<file path="config.mk">
export PLATFORM = sky130hd
export DESIGN_NAME = psram_resp_sync
export DESIGN_NICKNAME = d
export VERILOG_FILES = /design/src/rtl/psram_resp_sync.sv
export SDC_FILE = /design/constraint.sdc
export NUM_CORES = 1
export LEC_CHECK = 0
export CAP_MARGIN = 20
export CELL_PAD_IN_SITES_DETAIL_PLACEMENT = 1
export CELL_PAD_IN_SITES_GLOBAL_PLACEMENT = 2
export CORE_MARGIN = 4
export CORE_UTILIZATION = 30
export DETAILED_ROUTE_END_ITERATION = 10
export PLACE_DENSITY_LB_ADDON = 0.1
export SYNTH_ARGS = -nofsm -noshare
export SYNTH_HDL_FRONTEND = slang
export SYNTH_SLANG_ARGS = --single-unit
</file>
<file path="constraint.sdc">
create_clock -name clk_i -period 1.4 [get_ports clk_i]
set_input_delay 0.28 -clock clk_i [delete_from_list [all_inputs] [get_ports clk_i]]
set_output_delay 0.28 -clock clk_i [all_outputs]
set_load 0.02 [all_outputs]
</file>
<file path="src/rtl/psram_resp_sync.sv">
// Pad-side input synchroniser for the PSRAM responder.
// All pad inputs share one 2-flop path so they stay aligned.
module psram_resp_sync (
  input  logic       clk_i,
  input  logic       rst_n_i,
  input  logic       sck_i,
  input  logic       ce_i,
  input  logic       dqs_i,
  input  logic [7:0] io_i,
  output logic       sck_edge_o,
  output logic       ce_fall_o,
  output logic       ce_rise_o,
  output logic       ce_o,
  output logic       dqs_o,
  output logic [7:0] io_o
);

  localparam logic [10:0] RST_V = {1'b0, 1'b1, 1'b0, 8'h00};

  logic [10:0] r_s1;
  logic [10:0] r_s2;
  logic        r_sck_d;
  logic        r_ce_d;

  // two-stage sync plus delayed copies for edge detection
  always_ff @(posedge clk_i or negedge rst_n_i) begin
    if (!rst_n_i) begin
      r_s1    <= RST_V;
      r_s2    <= RST_V;
      r_sck_d <= 1'b0;
      r_ce_d  <= 1'b1;
    end else begin
      r_s1    <= {sck_i, ce_i, dqs_i, io_i};
      r_s2    <= r_s1;
      r_sck_d <= r_s2[10];
      r_ce_d  <= r_s2[9];
    end
  end

  assign sck_edge_o = r_s2[10] ^ r_sck_d;
  assign ce_fall_o  = r_ce_d & ~r_s2[9];
  assign ce_rise_o  = ~r_ce_d & r_s2[9];
  assign ce_o       = r_s2[9];
  assign dqs_o      = r_s2[8];
  assign io_o       = r_s2[7:0];

endmodule

</file>
**After elaboration in Yosys (flattened, before gate mapping)**

Index checks and enable logic that the tools add are counted.
Widths: inputs -> output; s select.

- Bits in registers: 24
- Latch bits: 0
- RAM bits: 0
- Memory bits (read-only): 0
- Input port bits: 13
- Output and inout bits: 13
- Logic and storage cells: 9
- Memories: 0

- $add $sub $neg: 0
- Multiply operators: 0
- Div/mod/pow operators: 0
- Magnitude comparators: 0
- Eq/ne operators: 0
- Shifts and indexed selects: 0
- Muxes and demuxes: 0
- Bitwise gates (word level): 5
- Reductions and logical operators: 0

Operator list:

| cell | count |
|---|---|
| $and 1x1->1 | 2 |
| $not 1->1 | 2 |
| $xor 1x1->1 | 1 |

**Depth between registers and ports, before layout**

- Word-level depth: 2
- Depth in mapped cells: 1
- Mapped depth without buffers: 1

**Worst setup path after synthesis**

Ideal clock, no wire load.

- Kind: register to output
- From: register r_s2[9]
- To: output ce_rise_o
- Data arrival time: 942 ps
- Required time: 1,120 ps
- Setup slack: 178 ps
- Stages on the path, launching flop included: 2
- Buffers on the path: 0
- Path through: dfstp_2 nor2b_1

- Longest elaborated chain between the ends: 1

Ends and longest elaborated chain:

| item | line | source |
|---|---|---|
| start, declared | 21 | `logic [10:0] r_s2;` |
| start signal, assigned | 34 | `r_s2 <= r_s1;` |
| $and 1x1->1 | 42 | `assign ce_rise_o = ~r_ce_d & r_s2[9];` |
| end, declared | 12 | `output logic ce_rise_o,` |

Every way passes these cells.

**Worst setup path in the final report**

- From: register r_s2[9]
- To: output ce_fall_o

- Longest elaborated chain between the ends: 2

Ends and longest elaborated chain:

| item | line | source |
|---|---|---|
| $not 1->1 | 41 | `assign ce_fall_o = r_ce_d & ~r_s2[9];` |
| $and 1x1->1 | 41 |  |
| end, declared | 11 | `output logic ce_fall_o,` |

Every way passes these cells.

==> impl_metrics.yaml <==
synthesis:
  syn-num-nets: 48
  postSynthAreaPerCell_um2: 19.7
  synth_seq_cells: 24
  synthFlopType: "dfrtp_1"
  ys_top_cells_by_area: "dfrtp_1 (76%), dfstp_2 (11%), buf_4 (8.7%), and2b_2 (1.3%), xor2_1 (1.3%)"
  synth_cell_types: 6
  seq_area_frac_synth: 0.878
  synth_top_area_frac: 0.764
  ys_warn_count: 0
  post-synth-top-count-cell: "dfrtp_1"
  netlist_instances: 35
  synth_top_cells_by_count: "dfrtp_1 (21), buf_4 (8), dfstp_2 (3)"
  synth-async-reset-ratio: 1.00
  syn_area_um2: 688
  synth_edf_count: 0
  yosysTopAreaCell: "dfrtp_1"
routing:
  drt-total-wl_mm: 1.02
  first_iter_violations: 0
  dr.pass1.iters: 1
  via_per_inst: 3.78
  antenna_left: 0
  route.detailed.drc: 0
  wl_per_cell_um: 11.7
  vias: 329
critical_path:
  arrival_ns: 1.20
  critPathRequiredTime_ns: 1.12
  critPathCaptureType: "output port"
  cp_slowest_cell: "dfstp_2"
  r2r-end: "r_ce_d"
  startpoint_type: "flop"
  cp_max_fo: 3
  worst-r2r-cell-count: 2
  path_delay_family: "flip-flops"
  rrSetupSlack_ns: 0.60
  cpPeakStageDelay_ns: 0.56
  critPathBufInv: 1
  critical_path_class: "reg2out"
  worstReg2RegStart: "r_s2[9]"
  path_cells: "and2b_2 -> buf_6"
cts:
  cts_buffers: 3
  insertion_delay_ns: 0.29
  clk_pin_slew_ns: 0.12
  cts_hold_buf: 0
  cts.sink_count: 24
  cts_max_level: 1
  clockRootBuffer: "clkbuf_4"
  cts_tree: "built"
  clk_path_buf_depth: 2
timing:
  setup_ws_ns: -0.0812
  rsz0062_at_grt: "yes"
  finalSetupViolations: 3
  period_share: 1.06
  fmax_mhz: 675
  tightest_slew_ns: 0.220
  fin_worst_skew_ns: 0.000332
  tns_ns: -0.135
  fin_crit_ns: 1.48
  relSlewSlack: 0.854
  hold_viol: 0
  slew_viol_final: 0
pwr:
  powerDensity_mw_per_mm2: 1240
  power.leakage_nw: 0.444
  peakVddDrop_v: 0.000653
  power_mw: 1.20
place:
  place_area_um2: 941
  port_buffers: 25
  dp_hpwl_um: 787
  dp.cells: 82
  gp_congestion: 0.651
global_routing:
  grt_pass1_wl_mm: 1.72
  track_usage: 0.0732
  grt_max_degree: 25
  first_global_vias: 382
  antenna_found_initial: 0
  grt_overflow: 0
floorplanning:
  die_w_um: 55.9
  num_io_pins: 26
  start_util: 0.314
  dieArea_mm2: 0.00312
  dieHeight_um: 55.9
  rows: 17
  core_mm2: 0.00219
cells_and_area:
  finalNetCount: 73
  fin_area_um2: 972
  syn_to_final_growth_pct: 41.3
  antenna_cells: 0
  fillers: 219
  stdcell_count: 87
  drive_gt1_frac: 0.254
min_path:
  hold_class: "in2async"
job:
  max_cap_violations: 0
run_status:
  violations: "setup timing"
  status: "finished with violations"
registers in the layout, summed over array words and instances (netlist names):
signal	count
r_s1	11
r_s2	11
r_ce_d	1
r_sck_d	1
cells in the final DEF, fill, tap and decap left out:
cell type,netlist,layout
dlygate4sd2_1,0,9
and2b_2,1,1
dfstp_2,3,3
dfrtp_1,21,21
clkbuf_4,0,3
clkdlybuf4s50_1,0,12
nor2b_1,1,1
buf_12,0,1
clkbuf_8,0,1
xor2_1,1,1
buf_6,0,3
buf_4,8,2
buf_2,0,1
worst max path at each step:
stage | startpoint | to | slack (ns) | cells after the start
5_1_grt | r_s2[9] | ce_fall_o | -0.13 | 2
2_1_floorplan | r_s2[9] | ce_rise_o | 0.18 | 1
6_report | r_s2[9] | ce_fall_o | -0.08 | 2
3_5_place_dp | r_s2[9] | ce_rise_o | -0.15 | 2
4_1_cts | r_s2[9] | ce_fall_o | -0.10 | 2
3_3_place_gp | r_s2[9] | ce_fall_o | -0.12 | 2
repair_timing:
action | CTS | global route
buffers inserted | 0 | 1
endpoints found under the setup margin | 13 | 3
gates resized for setup | 29 | 2
worst reg2reg max path: stages (launching register included):
cell and delay, ns:
dfstp_2 0.56, buf_4 0.11, buf_6 0.08
final cells by class:
| cell class | instances | area [µm²] | share of cell area |
|---|---|---|---|
| Sequential cell | 24 | 604 | 0.622 |
| Timing Repair Buffer | 28 | 273 | 0.281 |
| Clock buffer | 4 | 36.3 | 0.0373 |
| Tap cell | 28 | 35.0 | 0.0360 |
| Multi-Input combinational cell | 3 | 23.8 | 0.0245 |
per-stage QoR:
step	util	hold slack, ns	setup WS, ns
after floorplan	-	-0.0156	0.178
after global placement	0.429	0.335	-0.122
after detailed placement	0.429	0.336	-0.154
after CTS	0.437	0.297	-0.105
after global routing	0.444	0.312	-0.131
final	0.444	0.305	-0.0812
power breakdown:
part | leakage [nW] | total (mW) | switching, mW | internal [mW]
Combinational | 0.147 | 0.119 | 0.0553 | 0.0638
Sequential | 0.276 | 0.742 | 0.0107 | 0.731
Clock | 0.0210 | 0.342 | 0.183 | 0.159
Total | 0.444 | 1.20 | 0.249 | 0.953
kinds of logic after synthesis:
group	synth area share
xor+xnor	0.0127
buf+inv	0.0873
flops	0.878
simple gates	0.0218
per-layer routing:
| metal | up-vias | GRT usage | part of all wire |
|---|---|---|---|
| met4 | 0 | 0.0508 | 0 |
| met2 | 14 | 0.125 | 0.60 |
| met1 | 171 | 0.0756 | 0.32 |
| met3 | 0 | 0.0232 | 0.083 |
| li1 | 144 | - | - |
| met5 | - | 0 | 0 |
(Power assumes the default switching activity.)
==> edit 1 (config.mk and constraints unchanged) <==
Register the outputs `sck_edge_o`, `ce_fall_o`, `ce_rise_o`, `ce_o`, `dqs_o` and `io_o`, cleared by the reset; this adds one clock of latency there.
--- a/src/rtl/psram_resp_sync.sv
+++ b/src/rtl/psram_resp_sync.sv
@@ -37,12 +37,23 @@
     end
   end
 
-  assign sck_edge_o = r_s2[10] ^ r_sck_d;
-  assign ce_fall_o  = r_ce_d & ~r_s2[9];
-  assign ce_rise_o  = ~r_ce_d & r_s2[9];
-  assign ce_o       = r_s2[9];
-  assign dqs_o      = r_s2[8];
-  assign io_o       = r_s2[7:0];
+  always_ff @(posedge clk_i or negedge rst_n_i) begin
+    if (!rst_n_i) begin
+      sck_edge_o <= '0;
+      ce_fall_o  <= '0;
+      ce_rise_o  <= '0;
+      ce_o       <= '0;
+      dqs_o      <= '0;
+      io_o       <= '0;
+    end else begin
+      sck_edge_o <= r_s2[10] ^ r_sck_d;
+      ce_fall_o  <= r_ce_d & ~r_s2[9];
+      ce_rise_o  <= ~r_ce_d & r_s2[9];
+      ce_o       <= r_s2[9];
+      dqs_o      <= r_s2[8];
+      io_o       <= r_s2[7:0];
+    end
+  end
 
 endmodule
 
Formal check against the unedited RTL: not equivalent (Yosys sat finds a counterexample within 4 cycles, from zero or initial values and one cycle with rst_n_i low).
==> edit 1 against the unedited design <==
  * Cell area up 36%
  * Sequential power rose by 54%
  * Routed wire length grew 18%
  * Setup slack better by 0.18 ns
  * Total power up 51%
  * Synthesized area increased by 39%
  * Worst hold slack better by 0.016 ns
  * Sequential cell count is 13 higher
==> edit 1: results (changes against the unedited design) <==
post-CTS clock slew at the launch and capture registers of the worst setup and hold paths=0.09 ns (-0.03 ns); startpoint of the worst-slack reg-to-reg timing path=r_ce_d; placed cell areas=1280 um2 (+36%); worst path buffer plus inverter count=1 (unchanged); post-synth top area share=89.2% (+13 points); antenna cell count=0 (unchanged); top post-synthesis cells by area=sky130_fd_sc_hd__dfrtp_1 (89%), sky130_fd_sc_hd__dfstp_2 (8.3%), sky130_fd_sc_hd__and2b_2 (0.92%); number of nets in the final layout=86 (+18%); worst reg2reg path endpoint=ce_rise_o; Max IR drop VDD=0.723 mV (+11%); worst stage delay on the critical path=0.38 ns (-0.18 ns); placer's final routability congestion estimate=0.604 (-7.2%); pre-CTS setup slack=0.192 ns (+0.346 ns); final cell count without fillers=118 (+36%); Worst Reg2Reg Path Length in Cells=1 (-1); root buffer cell=sky130_fd_sc_hd__clkbuf_4; Leakage=0.602 nW (+35%); setup tns final=0 ns (+0.135 ns); Pre-Repair DR Iteration Count=3 (+2); Bufs on Longest Clock Path=2 (unchanged); maximum clock frequency=767 MHz (+14%); Post-Place Cells=110 (+34%); critical-path maximum fanout=1 (-2); most common library cells after synthesis=sky130_fd_sc_hd__dfrtp_1 (34), sky130_fd_sc_hd__dfstp_2 (3), sky130_fd_sc_hd__and2b_2 (1), sky130_fd_sc_hd__nor2b_1 (1), sky130_fd_sc_hd__xor2_1 (1); Async SR Flop Fraction=100% (unchanged); routed via count divided by cell count=3.70 (-2.1%); Distinct cells, synth=5 (-1); Min Hold Slack=0.321 ns (+0.0157 ns); number of inserted filler cells in the final layout=318 (+45%); outcome=finished, final reports clean; count of port buffers added during placement=25 (unchanged); CP max-delay cell=sky130_fd_sc_hd__dfrtp_1; proportion of layout cells with a drive suffix above 1=14.9% (-11 points); Skew-Pair Late Insertion Delay=0.33 ns (+0.04 ns); initial antenna violation count=0 (unchanged); share of the yosys chip area belonging to registers=97.5% (+9.7 points); Critical Path Start=io_o[3]; cell family contributing the most delay on the critical path=flip-flops; Max transition margin=85.6% (+0.17 points); Synthesis Warnings=0 (unchanged); via count of the first global-routing pass=471 (+23%); pin count of the biggest net entering global routing=38 (+52%); final setup skew=0.00354 ns (+0.00321 ns); number of DRC markers in iteration 0=4 (+4); GRT Resource Usage Total=7.82% (+0.50 points); worst hold path class=in2async; Post CTS Setup Buffer Count=0 (unchanged); synthesized area per cell=23.8 um2 (+21%); first-pass GRT wire length=2.23 mm (+30%); H-tree Lvls=2 (+1); Post-CTS Resized=13 (-55%); cell-internal power=1.43 mW (+50%); average detailed-routed wire length per instance=10.1 um (-13%); top flop regs=r_s1 x11, r_s2 x11, io_o x8; signal arrival time at the worst endpoint=1.02 ns (-0.18 ns); Synthesized Nets=53 (+10%); register-to-register path setup slack=0.57 ns (-0.03 ns); number of buffers created by CTS=5 (+2); termination of the worst setup path=io_o[3]
==> edit 1: logic make-up after synthesis <==
kind of cell  share of synthesized area [%]
xor+xnor                              0.919
flops                                  97.5
simple gates                           1.58
==> edit 1: area by class of cell <==
class	instances	area, um2	area share, %
tap	44	55.1	4.17
timing repair buffer	26	254	19.2
clock buffer	8	58.8	4.45
sequential	37	930	70.4
multi-input combinational	3	23.8	1.80
==> edit 1: power by group through the flow <==
| stage | clock network (mW) | logic, mW | registers, mW |
|---|---|---|---|
| after floorplan | 0 | 0.00404 | 1.19 |
| after global placement | 0 | 0.134 | 1.16 |
| after detailed placement | 0 | 0.135 | 1.16 |
| after CTS | 0.592 | 0.120 | 1.14 |
| after global routing | 0.644 | 0.127 | 1.15 |
| final | 0.554 | 0.116 | 1.14 |
==> edit 1: layer usage <==
metal / GRT usage (%) / vias to the layer above / wire [um]
met1: 7.53 / 221 / 439
met2: 11.1 / 20 / 577
met5: 0 / - / 0
met3: 6.33 / 7 / 136
li1: - / 189 / -
met4: 5.54 / 0 / 42
==> edit 2 (same flow settings) <==
Without the edit above. Register the inputs `sck_i`, `ce_i`, `dqs_i` and `io_i` before use, cleared by the reset. The logic sees them one clock later.
--- a/src/rtl/psram_resp_sync.sv
+++ b/src/rtl/psram_resp_sync.sv
@@ -17,6 +17,25 @@
 
   localparam logic [10:0] RST_V = {1'b0, 1'b1, 1'b0, 8'h00};
 
+  logic sck_q;
+  logic ce_q;
+  logic dqs_q;
+  logic [7:0] io_q;
+
+  always_ff @(posedge clk_i or negedge rst_n_i) begin
+    if (!rst_n_i) begin
+      sck_q <= '0;
+      ce_q  <= '0;
+      dqs_q <= '0;
+      io_q  <= '0;
+    end else begin
+      sck_q <= sck_i;
+      ce_q  <= ce_i;
+      dqs_q <= dqs_i;
+      io_q  <= io_i;
+    end
+  end
+
   logic [10:0] r_s1;
   logic [10:0] r_s2;
   logic        r_sck_d;
@@ -30,7 +49,7 @@
       r_sck_d <= 1'b0;
       r_ce_d  <= 1'b1;
     end else begin
-      r_s1    <= {sck_i, ce_i, dqs_i, io_i};
+      r_s1    <= {sck_q, ce_q, dqs_q, io_q};
       r_s2    <= r_s1;
       r_sck_d <= r_s2[10];
       r_ce_d  <= r_s2[9];
Behaviour: not the same (a bounded check fails within 4 cycles, from zero or initial values and one cycle with rst_n_i low).
==> edit 2 against the unedited design <==
  * The run still ends with setup timing left
  * Setup slack better by 0.011 ns
  * Die area up 34%
  * Cell area up 31%
  * Via count up 31%
  * Routed wire length up 20%
  * Sequential cell count up 11
  * Total power up 44%
  * Synthesized area up 40%
  * Synthesized cell count up 31%
  * Critical path type unchanged
  * Largest cell class unchanged
==> edit 2: results (changes against the unedited design) <==
via count of the first global-routing pass=481 (+26%); proportion of layout cells with a drive suffix above 1=25.3% (-0.090 points); GRT Resource Usage Total=7.32% (about the same); wire length after detailed routing=1.22 mm (+20%); worst stage delay on the critical path=0.53 ns (-0.03 ns); Max transition margin=78.1% (-7.3 points); number of DRC markers in iteration 0=2 (+2); violations in the final reports=setup timing; compound-gate portion of the synthesized area=0% (unchanged); Synthesized Nets=59 (+23%); Pre-Repair DR Iteration Count=3 (+2); number of buffers created by CTS=5 (+2); least setup slack across all paths after layout=-0.0707 ns (+0.0105 ns); first-pass GRT wire length=2.11 mm (+23%); pin count of the biggest net entering global routing=13 (-48%); post-CTS clock slew at the launch and capture registers of the worst setup and hold paths=0.10 ns (-0.02 ns); Worst Reg2Reg Path Length in Cells=1 (-1); Post-Place Cells=111 (+35%); most common library cells after synthesis=sky130_fd_sc_hd__dfrtp_1 (32), sky130_fd_sc_hd__buf_4 (8), sky130_fd_sc_hd__dfstp_2 (3); Leakage=0.584 nW (+31%); detailed placer's ending HPWL=900 um (+14%); top post-synthesis cells by area=sky130_fd_sc_hd__dfrtp_1 (83%), sky130_fd_sc_hd__dfstp_2 (8.2%), sky130_fd_sc_hd__buf_4 (6.2%); count of vias placed by the detailed router=430 (+31%); Synth Area in XOR/XNOR=0.909% (-0.36 points); Max IR drop VDD=0.806 mV (+24%); Skew-Pair Late Insertion Delay=0.32 ns (+0.03 ns); outcome=finished with violations; synthesized area per cell=20.9 um2 (+6.5%); number of nets in the final layout=87 (+19%); placed cell areas=1240 um2 (+32%); final setup skew=0.00113 ns (+0.000801 ns); critical-path maximum fanout=2 (-1); register-to-register path setup slack=0.71 ns (+0.11 ns); H-tree Lvls=2 (+1); share of the yosys chip area belonging to registers=91.3% (+3.5 points); final number of setup-violating endpoints=2 (-1); signal arrival time at the worst endpoint=1.19 ns; top flop regs=r_s1 x11, r_s2 x11, io_q x8; final cell count without fillers=119 (+37%)
==> edit 2: cell count changes in the layout (fill, tap and decap cells not counted) <==
cell / change
sky130_fd_sc_hd__buf_12: -1
sky130_fd_sc_hd__buf_2: +1
sky130_fd_sc_hd__buf_4: +3
sky130_fd_sc_hd__buf_6: -2
sky130_fd_sc_hd__clkbuf_1: +1
sky130_fd_sc_hd__clkbuf_4: +2
sky130_fd_sc_hd__clkinv_2: +1
sky130_fd_sc_hd__dfrtp_1: +11
==> edit 2: stage by stage <==
| stage | utilization (%) | hold WS (ns) | worst slack, ns | TNS [ns] |
|---|---|---|---|---|
| finish | 41.8 | 0.209 | -0.0707 | -0.105 |
| global placement | 40.6 | 0.332 | -0.110 | -0.203 |
| global route | 41.8 | 0.197 | -0.133 | -0.247 |
| floorplan | - | -0.0156 | 0.289 | 0 |
| detailed placement | 40.6 | 0.336 | -0.128 | -0.246 |
| CTS | 41.7 | 0.203 | -0.0952 | -0.161 |
==> edit 2: cells by family after synthesis <==
| group | Yosys count |
|---|---|
| XOR/XNOR | 1 |
| AND/OR/NAND/NOR | 2 |
| flip-flops | 35 |
| buffers and inverters | 8 |
==> edit 2: critical path: cells and delay by family (launching register included) <==
family	cells	cell delay (ns)
flip-flops	1	0.53
AND/OR/NAND/NOR	1	0.21
buffers and inverters	1	0.13
==> edit 2: metal layers <==
layer | vias to the layer above | global-route usage, % | part of all wire, %
li1 | 189 | - | -
met1 | 217 | 6.88 | 36
met2 | 22 | 11.0 | 52
met3 | 2 | 5.72 | 11
met4 | 0 | 4.75 | 0.66
met5 | - | 0 | 0
==> edit 2: what timing repair did <==
action | in CTS | in global routing
setup endpoints to repair | 13 | 2
hold buffers | 0 | 0
pin swaps | 0 | 0
gates resized for setup | 27 | 1
==> edit 2: worst max path at each step <==
| stage | depth (start not counted) | end | from | slack, ns |
|---|---|---|---|---|
| final | 2 | ce_rise_o | r_ce_d | -0.07 |
| after global routing | 2 | ce_rise_o | r_ce_d | -0.13 |
| after CTS | 2 | ce_rise_o | r_ce_d | -0.1 |
| after global placement | 2 | ce_rise_o | r_s2[9] | -0.11 |
| after detailed placement | 2 | ce_fall_o | r_ce_d | -0.13 |
| after floorplan | 1 | ce_fall_o | r_ce_d | 0.29 |
==> edit 2: layout make-up <==
cell class                      instances  area [um2]
Fill cell                             333        1780
Sequential cell                        35         880
Timing Repair Buffer                   29         258
Clock buffer                            7        55.1
Tap cell                               44        55.1
Multi-Input combinational cell          3        23.8
Clock inverter                          1        5.00
==> edit 2: report_power, final <==
part | switching (mW) | total, mW | internal (mW)
Combinational | 0.0595 | 0.119 | 0.0591
Clock | 0.290 | 0.533 | 0.243
Sequential | 0.0131 | 1.08 | 1.06
Total | 0.363 | 1.73 | 1.37
